### src/rtl/multicycle_sequencer.sv
// Multi-cycle sequencer: owns PC/IR, fetches over req/ack, steps FETCH/DECODE/EXEC/MEM/IO/WB.
// 4 cycles ALU/jump, 5 LOAD/STORE, 5+wait IO; fetch stalls on missing imem_ack, IO waits on in_valid/out_ready up to IO_TIMEOUT.
module multicycle_sequencer #(
    parameter int PC_W       = 8,
    parameter int IO_TIMEOUT = 255
) (
    input  logic            clk,
    input  logic            rst_n,
    output logic [PC_W-1:0] imem_addr,
    output logic            imem_req,
    input  logic            imem_ack,
    input  logic [15:0]     imem_data,
    output logic [15:0]     instr,
    output logic [2:0]      opcode,
    input  logic            cu_write_reg,
    input  logic            cu_rom_read,
    input  logic            cu_rom_write,
    input  logic            cu_read_strobe,
    input  logic            cu_write_strobe,
    input  logic            cu_jump_neq,
    input  logic            alu_zero,
    output logic            reg_we,
    output logic            rom_re,
    output logic            rom_we,
    output logic            read_strobe,
    output logic            write_strobe,
    input  logic            in_valid,
    input  logic            out_ready,
    output logic            retire,
    output logic            io_timeout,
    output logic            busy
);

    typedef enum logic [2:0] {
        S_BOOT, S_FETCH, S_DECODE, S_EXEC, S_MEM, S_IO, S_WB
    } state_t;

    localparam logic [15:0] TMO_LAST = 16'(IO_TIMEOUT - 1);

    state_t            state_q, state_d;
    logic [PC_W-1:0]   pc_q, pc_d;
    logic [15:0]       ir_q, ir_d;
    logic              taken_q, taken_d;
    logic              abort_q, abort_d;
    logic [15:0]       wait_q, wait_d;
    logic              tmo_q, tmo_d;
    logic [15:0]       jump_off;
    logic              io_hs;

    always_ff @(posedge clk) begin
        if (!rst_n) begin
            state_q <= S_BOOT;
            pc_q    <= '0;
            ir_q    <= '0;
            taken_q <= 1'b0;
            abort_q <= 1'b0;
            wait_q  <= '0;
            tmo_q   <= 1'b0;
        end else begin
            state_q <= state_d;
            pc_q    <= pc_d;
            ir_q    <= ir_d;
            taken_q <= taken_d;
            abort_q <= abort_d;
            wait_q  <= wait_d;
            tmo_q   <= tmo_d;
        end
    end

    // Branch offset is sign-extended to 16 bits, then truncated so PC arithmetic wraps mod 2^PC_W.
    assign jump_off = {{9{ir_q[6]}}, ir_q[6:0]};
    assign io_hs    = (cu_read_strobe & in_valid) | (cu_write_strobe & out_ready);

    always_comb begin
        state_d      = state_q;
        pc_d         = pc_q;
        ir_d         = ir_q;
        taken_d      = taken_q;
        abort_d      = abort_q;
        wait_d       = wait_q;
        tmo_d        = tmo_q;
        imem_req     = 1'b0;
        reg_we       = 1'b0;
        rom_re       = 1'b0;
        rom_we       = 1'b0;
        read_strobe  = 1'b0;
        write_strobe = 1'b0;
        retire       = 1'b0;

        case (state_q)
            S_BOOT: state_d = S_FETCH;
            S_FETCH: begin
                imem_req = 1'b1;
                if (imem_ack) begin
                    ir_d    = imem_data;
                    state_d = S_DECODE;
                end
            end
            S_DECODE: state_d = S_EXEC;
            S_EXEC: begin
                taken_d = cu_jump_neq & ~alu_zero;
                abort_d = 1'b0;
                wait_d  = '0;
                case (ir_q[15:13])
                    3'b010, 3'b011: state_d = S_MEM;
                    3'b000, 3'b001: state_d = S_IO;
                    default:        state_d = S_WB;
                endcase
            end
            S_MEM: begin
                rom_re  = cu_rom_read;
                rom_we  = cu_rom_write;
                state_d = S_WB;
            end
            S_IO: begin
                read_strobe  = cu_read_strobe;
                write_strobe = cu_write_strobe;
                // A handshake in the final allowed cycle still completes normally.
                if (io_hs) begin
                    state_d = S_WB;
                end else if (wait_q == TMO_LAST) begin
                    tmo_d   = 1'b1;
                    abort_d = 1'b1;
                    state_d = S_WB;
                end else begin
                    wait_d = wait_q + 16'd1;
                end
            end
            S_WB: begin
                reg_we  = cu_write_reg & ~abort_q;
                retire  = 1'b1;
                pc_d    = pc_q + PC_W'(1) + (taken_q ? jump_off[PC_W-1:0] : '0);
                taken_d = 1'b0;
                state_d = S_FETCH;
            end
            default: state_d = S_BOOT;
        endcase
    end

    assign imem_addr  = pc_q;
    assign instr      = ir_q;
    assign opcode     = ir_q[15:13];
    assign io_timeout = tmo_q;
    assign busy       = (state_q != S_BOOT);

endmodule

### config.mk
export PLATFORM = sky130hd
export DESIGN_NAME = multicycle_sequencer
export DESIGN_NICKNAME = d
export VERILOG_FILES = /design/src/rtl/multicycle_sequencer.sv
export SDC_FILE = /design/constraint.sdc
export NUM_CORES = 1
export LEC_CHECK = 0
export CORE_MARGIN = 2
export CORE_UTILIZATION = 49
export CTS_CLUSTER_SIZE = 14
export DETAILED_ROUTE_END_ITERATION = 10
export PLACE_DENSITY = 0.88
export SLEW_MARGIN = 20
export SYNTH_ARGS = -nofsm -noshare
export SYNTH_HDL_FRONTEND = slang
export SYNTH_SLANG_ARGS = --single-unit
### constraint.sdc
create_clock -name clk -period 2.6 [get_ports clk]
set_input_delay 0.65 -clock clk [delete_from_list [all_inputs] [get_ports clk]]
set_output_delay 0.65 -clock clk [all_outputs]
set_load 0.02 [all_outputs]
==> results of run 1 <==
[final timing paths]
kind	startpoint	slack (ns)	endpoint
max reg2reg	taken_q	0.32	imem_addr[7]
max	cu_write_strobe	0.09	write_strobe
min	instr[9]	0.47	instr[9]
min reg2reg	instr[9]	0.47	instr[9]
[repair_timing]
| action | 4_1_cts | 5_1_grt |
|---|---|---|
| buffers inserted | 0 | 0 |
| hold buffers | 0 | 0 |
| hold endpoints to repair | 0 | 0 |
| resized for setup | 3 | 1 |
| setup endpoints to repair | 3 | 1 |
[through the flow]
step | utilization, % | total power (uW) | std cells | setup WS [ns]
2_1_floorplan | - | 998 | 302 | 0.422
3_3_place_gp | 64.4 | 1150 | 431 | -0.0546
3_5_place_dp | 64.4 | 1160 | 431 | -0.0754
4_1_cts | 66.6 | 1700 | 439 | 0.0245
5_1_grt | 66.7 | 1760 | 439 | 0.0465
6_report | 66.7 | 1680 | 439 | 0.0891
[synthesized netlist by cell type (all sizes together), types with 2 or more instances]
| cell | n |
|---|---|
| inv | 9 |
| a31oi | 3 |
| mux2i | 2 |
| nor2 | 26 |
| ha | 9 |
| buf | 5 |
| nand3 | 5 |
| and3 | 6 |
| xnor2 | 6 |
| a21oi | 6 |
| nor2b | 8 |
| nand3b | 4 |
| o21ai | 15 |
| o221a | 4 |
| nand4 | 5 |
| and2 | 11 |
| nor4bb | 2 |
| nand2b | 3 |
| dfxtp | 46 |
| nor3 | 7 |
| clkbuf | 11 |
| nand2 | 59 |
| or2 | 2 |
| a21boi | 23 |
| nor3b | 2 |
| o21a | 2 |
| or3 | 2 |
| nand4b | 3 |
[worst max-delay path, cell delays in order]
cell,delay [ns]
clkdlybuf4s50_1,0.47
and2_1,0.13
clkdlybuf4s50_1,0.61
[state kept, by name, summed over array words and instances, names as in the netlist]
register	flops
state_q	3
wait_q	16
instr	16
abort_q	1
taken_q	1
imem_addr	8
io_timeout	1
[cell families (layout without fill, tap and decap cells)]
kind of cell / count (synthesis) / after routing / share of synthesized area [%]
and+or+nand+nor: 150 / 150 / 31.5
AOI/OAI and AO/OA: 61 / 61 / 18.1
DFF: 46 / 46 / 36.8
buffers and inverters: 26 / 93 / 5.00
adders and majority gates: 10 / 10 / 5.30
xor gates and xnor gates: 7 / 7 / 2.45
muxes: 2 / 2 / 0.800
[routing by layer]
layer  vias up  track usage (%)  wire (um)
met4         0             4.68         70
met1      1093             27.5       2550
li1       1165                -          -
met2        69             35.1       2780
met3         8             8.33        415
met5         -                0          0
[where the power goes]
| part | switching [uW] | internal [uW] |
|---|---|---|
| clock | 255 | 286 |
| sequential | 31.2 | 740 |
| combinational | 191 | 179 |
| total | 478 | 1200 |
[cell type report]
class	instances	area share (%)
Clock inverter	3	1.35
Timing Repair Buffer	75	21.6
Sequential cell	46	27.6
Inverter	10	1.12
Tap cell	70	2.62
Multi-Input combinational cell	230	43.6
Clock buffer	5	2.06
==> reports/results.ini, run 1 <==
[status]
status = finished clean

[run]
drv_cap = 0

[synth]
syn_inst = 302
ys_top_cells_by_area = dfxtp_1 37%, nand2_1 8.7%, a21boi_0 6.0%
synth_edf_count = 0
async_flop_share_pct = 0
netlist_area_mm2 = 0.00250
synth_nets = 340
synthFlopType = dfxtp_1
synth_top_cell_area_share_pct = 36.8
syn_area_per_cell_um2 = 8.29
ys.warnings.count = 0
ys_types = 52
synth_top_area_cell = dfxtp_1
ys_ff_latch = 46
yosysSeqAreaShare_pct = 36.8

[clocking]
cts_buffer_depth = 2
clock_sinks = 46
tritoncts = built
cts-root-buf = clkbuf_8
clk_pin_slew_ns = 0.09
h-tree-depth = 2
cts_buffers = 5
clkLatencyLatePin_ns = 0.30

[routing]
wirelength_um = 5820
drc_errors = 0
ant_nets = 0
vias = 2335
via_per_inst = 5.32
dr.pass1.iters = 4
drt_iter0_drc = 151
wl_per_cell_um = 13.3

[die]
core_mm2 = 0.00501
die_h_um = 75.5
placementRows = 26
ioPinCount = 64
design.die.area_mm2 = 0.00570
start_util_pct = 50.0
die_w_um = 75.5

[timing]
max_freq_mhz = 398
slew_headroom_pct = 63.7
grt_setup_unrepaired = no
final-max-slew-violation-count = 0
final.min_clock_period_ns = 2.51
max_slew.worst_pin.slew_ns = 0.542
finalSetupViolCount = 0
whs_ns = 0.466
fin_skew_ns = 0.00395
fin_tns_setup_ns = 0
hold_violations = 0
fin_crit_sh_pct = 96.6

[global_route]
grt_pass1_wl_um = 9560
antenna_found_initial = 0
grt_max_degree = 19
grt_pass1_vias = 2130
overflow = 0
grtUsageTotal_pct = 21.6

[setup_path]
critPathMaxFanout = 2
rr_worst_depth = 9
cp-start-kind = input port
worstSetupPathType = in2out
endpoint_kind = output port
cp.arrival_ns = 1.86
worstPathRequired_ns = 1.95

[cells_and_area]
nets = 406
multi_input_area_mm2 = 0.00146
final_cell_mix = 60 x clkdlybuf4s50_1, 58 x nand2_1, 45 x dfxtp_1
seqCellArea_um2 = 922
final_common_cell = clkdlybuf4s50_1
drive_gt1_share_pct = 9.49
area_growth_pct = 33.4
stdcell_area_mm2 = 0.00334
n_fill_cell = 438
n_antenna_cell = 0

[min_path]
whs_path_depth = 2
hp-class = reg2reg

[place]
place.gp.congestion = 0.847
io_buffers = 63
placedInstanceArea_mm2 = 0.00322
dp_hpwl_um = 4320

[pwr]
p_leak_uw = 0.00131
ir_drop_mv = 0.371
power_density_mw_per_mm2 = 504

Power figures use the tool's default switching activity.
==> inputs of run 2 (changes only) <==
- GPL_ROUTABILITY_DRIVEN: unset -> 0
- SKIP_CTS_REPAIR_TIMING: unset -> 1
==> run 2 against run 1 <==
Critical path depth did not move. Critical endpoint unchanged. Via count fell by 0.26%. Worst setup slack better by 0.0045 ns. Total power increased by 0.18%. Wire length rose by 0.41%. Highest routed layer unchanged.
==> reports/results.ini, run 2 (same netlist as run 1, synthesis figures left out) <==
[global_route]
grt_pass1_wl_um = 9540  ; -0.22%
grt_pass1_vias = 2124  ; -0.28%
grtUsageTotal_pct = 21.6  ; -0.055 points
overflow = 0  ; unchanged
grt_max_degree = 19  ; unchanged
antenna_found_initial = 0  ; unchanged

[routing]
via_per_inst = 5.31  ; -0.26%
wl_per_cell_um = 13.3  ; +0.41%
vias = 2329  ; -0.26%
ant_nets = 0  ; unchanged
dr.pass1.iters = 4  ; unchanged
drc_errors = 0  ; unchanged
wirelength_um = 5840  ; +0.41%
drt_iter0_drc = 148  ; -2.0%

[timing]
slew_headroom_pct = 63.6  ; -0.11 points
fin_tns_setup_ns = 0  ; unchanged
grt_setup_unrepaired = no
final-max-slew-violation-count = 0  ; unchanged
max_freq_mhz = 399  ; +0.18%
finalSetupViolCount = 0  ; unchanged
max_slew.worst_pin.slew_ns = 0.544  ; +0.00165 ns
final.min_clock_period_ns = 2.51  ; -0.00451 ns
hold_violations = 0  ; unchanged
fin_skew_ns = 0.00249  ; -0.00146 ns
fin_crit_sh_pct = 96.4  ; -0.17 points

[min_path]
hp-class = reg2reg

[cells_and_area]
final_common_cell = clkdlybuf4s50_1
final_cell_mix = 60 x clkdlybuf4s50_1, 58 x nand2_1, 45 x dfxtp_1
n_fill_cell = 435  ; -0.68%
drive_gt1_share_pct = 9.49  ; unchanged
nets = 406  ; unchanged
final_cells = 439  ; unchanged
area_growth_pct = 33.7
n_antenna_cell = 0  ; unchanged

[setup_path]
cp.arrival_ns = 1.86  ; about the same
cp-start-kind = input port
worstSetupPathType = in2out
critPathMaxFanout = 2  ; unchanged
endpoint_kind = output port
worstPathRequired_ns = 1.95  ; about the same

[die]
die_h_um = 75.5  ; unchanged
ioPinCount = 64  ; unchanged
start_util_pct = 50.0  ; unchanged
die_w_um = 75.5  ; unchanged
placementRows = 26  ; unchanged
core_mm2 = 0.00501  ; unchanged
design.die.area_mm2 = 0.00570  ; unchanged

[place]
io_buffers = 63  ; unchanged
placed_cells = 431  ; unchanged
dp_hpwl_um = 4320  ; unchanged

[clocking]
cts-root-buf = clkbuf_8
clock_sinks = 46  ; unchanged
h-tree-depth = 2  ; unchanged
cts_buffer_depth = 2  ; unchanged
tritoncts = built
cts_buffers = 5  ; unchanged
clkLatencyLatePin_ns = 0.30  ; about the same
clk_pin_slew_ns = 0.09  ; about the same

[status]
status = finished clean

[pwr]
ir_drop_mv = 0.371  ; about the same
power_density_mw_per_mm2 = 504  ; about the same
p_leak_uw = 0.00134  ; +2.1%

[run]
drv_cap = 0  ; unchanged

-- run 2: cell type report --
| class | instances | area (um2) | area share, % |
|---|---|---|---|
| Sequential cell | 46 | 922 | 27.6 |
| Clock inverter | 3 | 45.0 | 1.35 |
| Timing Repair Buffer | 75 | 728 | 21.8 |
| Inverter | 10 | 37.5 | 1.12 |
| Multi-Input combinational cell | 230 | 1460 | 43.6 |
| Clock buffer | 5 | 68.8 | 2.06 |
| Tap cell | 70 | 87.6 | 2.62 |
-- run 2: worst paths after layout --
kind	startpoint	to	slack [ns]	cells past startpoint
hold / removal	instr[9]	instr[9]	0.47	2
setup reg to reg	taken_q	imem_addr[7]	0.31	9
setup / recovery	cu_write_strobe	write_strobe	0.09	3
hold reg to reg	instr[9]	instr[9]	0.47	2
-- run 2: power breakdown --
group | internal [uW] | switching, uW | total, uW
Clock | 286 | 257 | 543
Combinational | 179 | 192 | 371
Sequential | 740 | 31.3 | 771
-- run 2: per-stage QoR --
step	setup WS [ns]	hold slack, ns	instance area, um2	util (%)	power, uW
after CTS	-0.109	0.469	3340	66.6	1700
after detailed placement	-0.0754	0.459	3220	64.4	1160
after global routing	0.0465	0.496	3350	66.8	1760
final	0.0936	0.466	3350	66.8	1690
after global placement	-0.0546	0.448	3220	64.4	1150
after floorplan	0.422	0.442	2500	-	998
-- run 2: metal layers --
metal | wire [um] | track usage [%]
met5 | 0 | 0
met4 | 70 | 4.68
met3 | 403 | 8.33
met2 | 2810 | 34.8
met1 | 2560 | 27.6
-- run 2: worst max-delay path, stage by stage --
cell and delay (ns):
clkdlybuf4s50_1 0.47, and2_1 0.13, clkdlybuf4s50_1 0.61
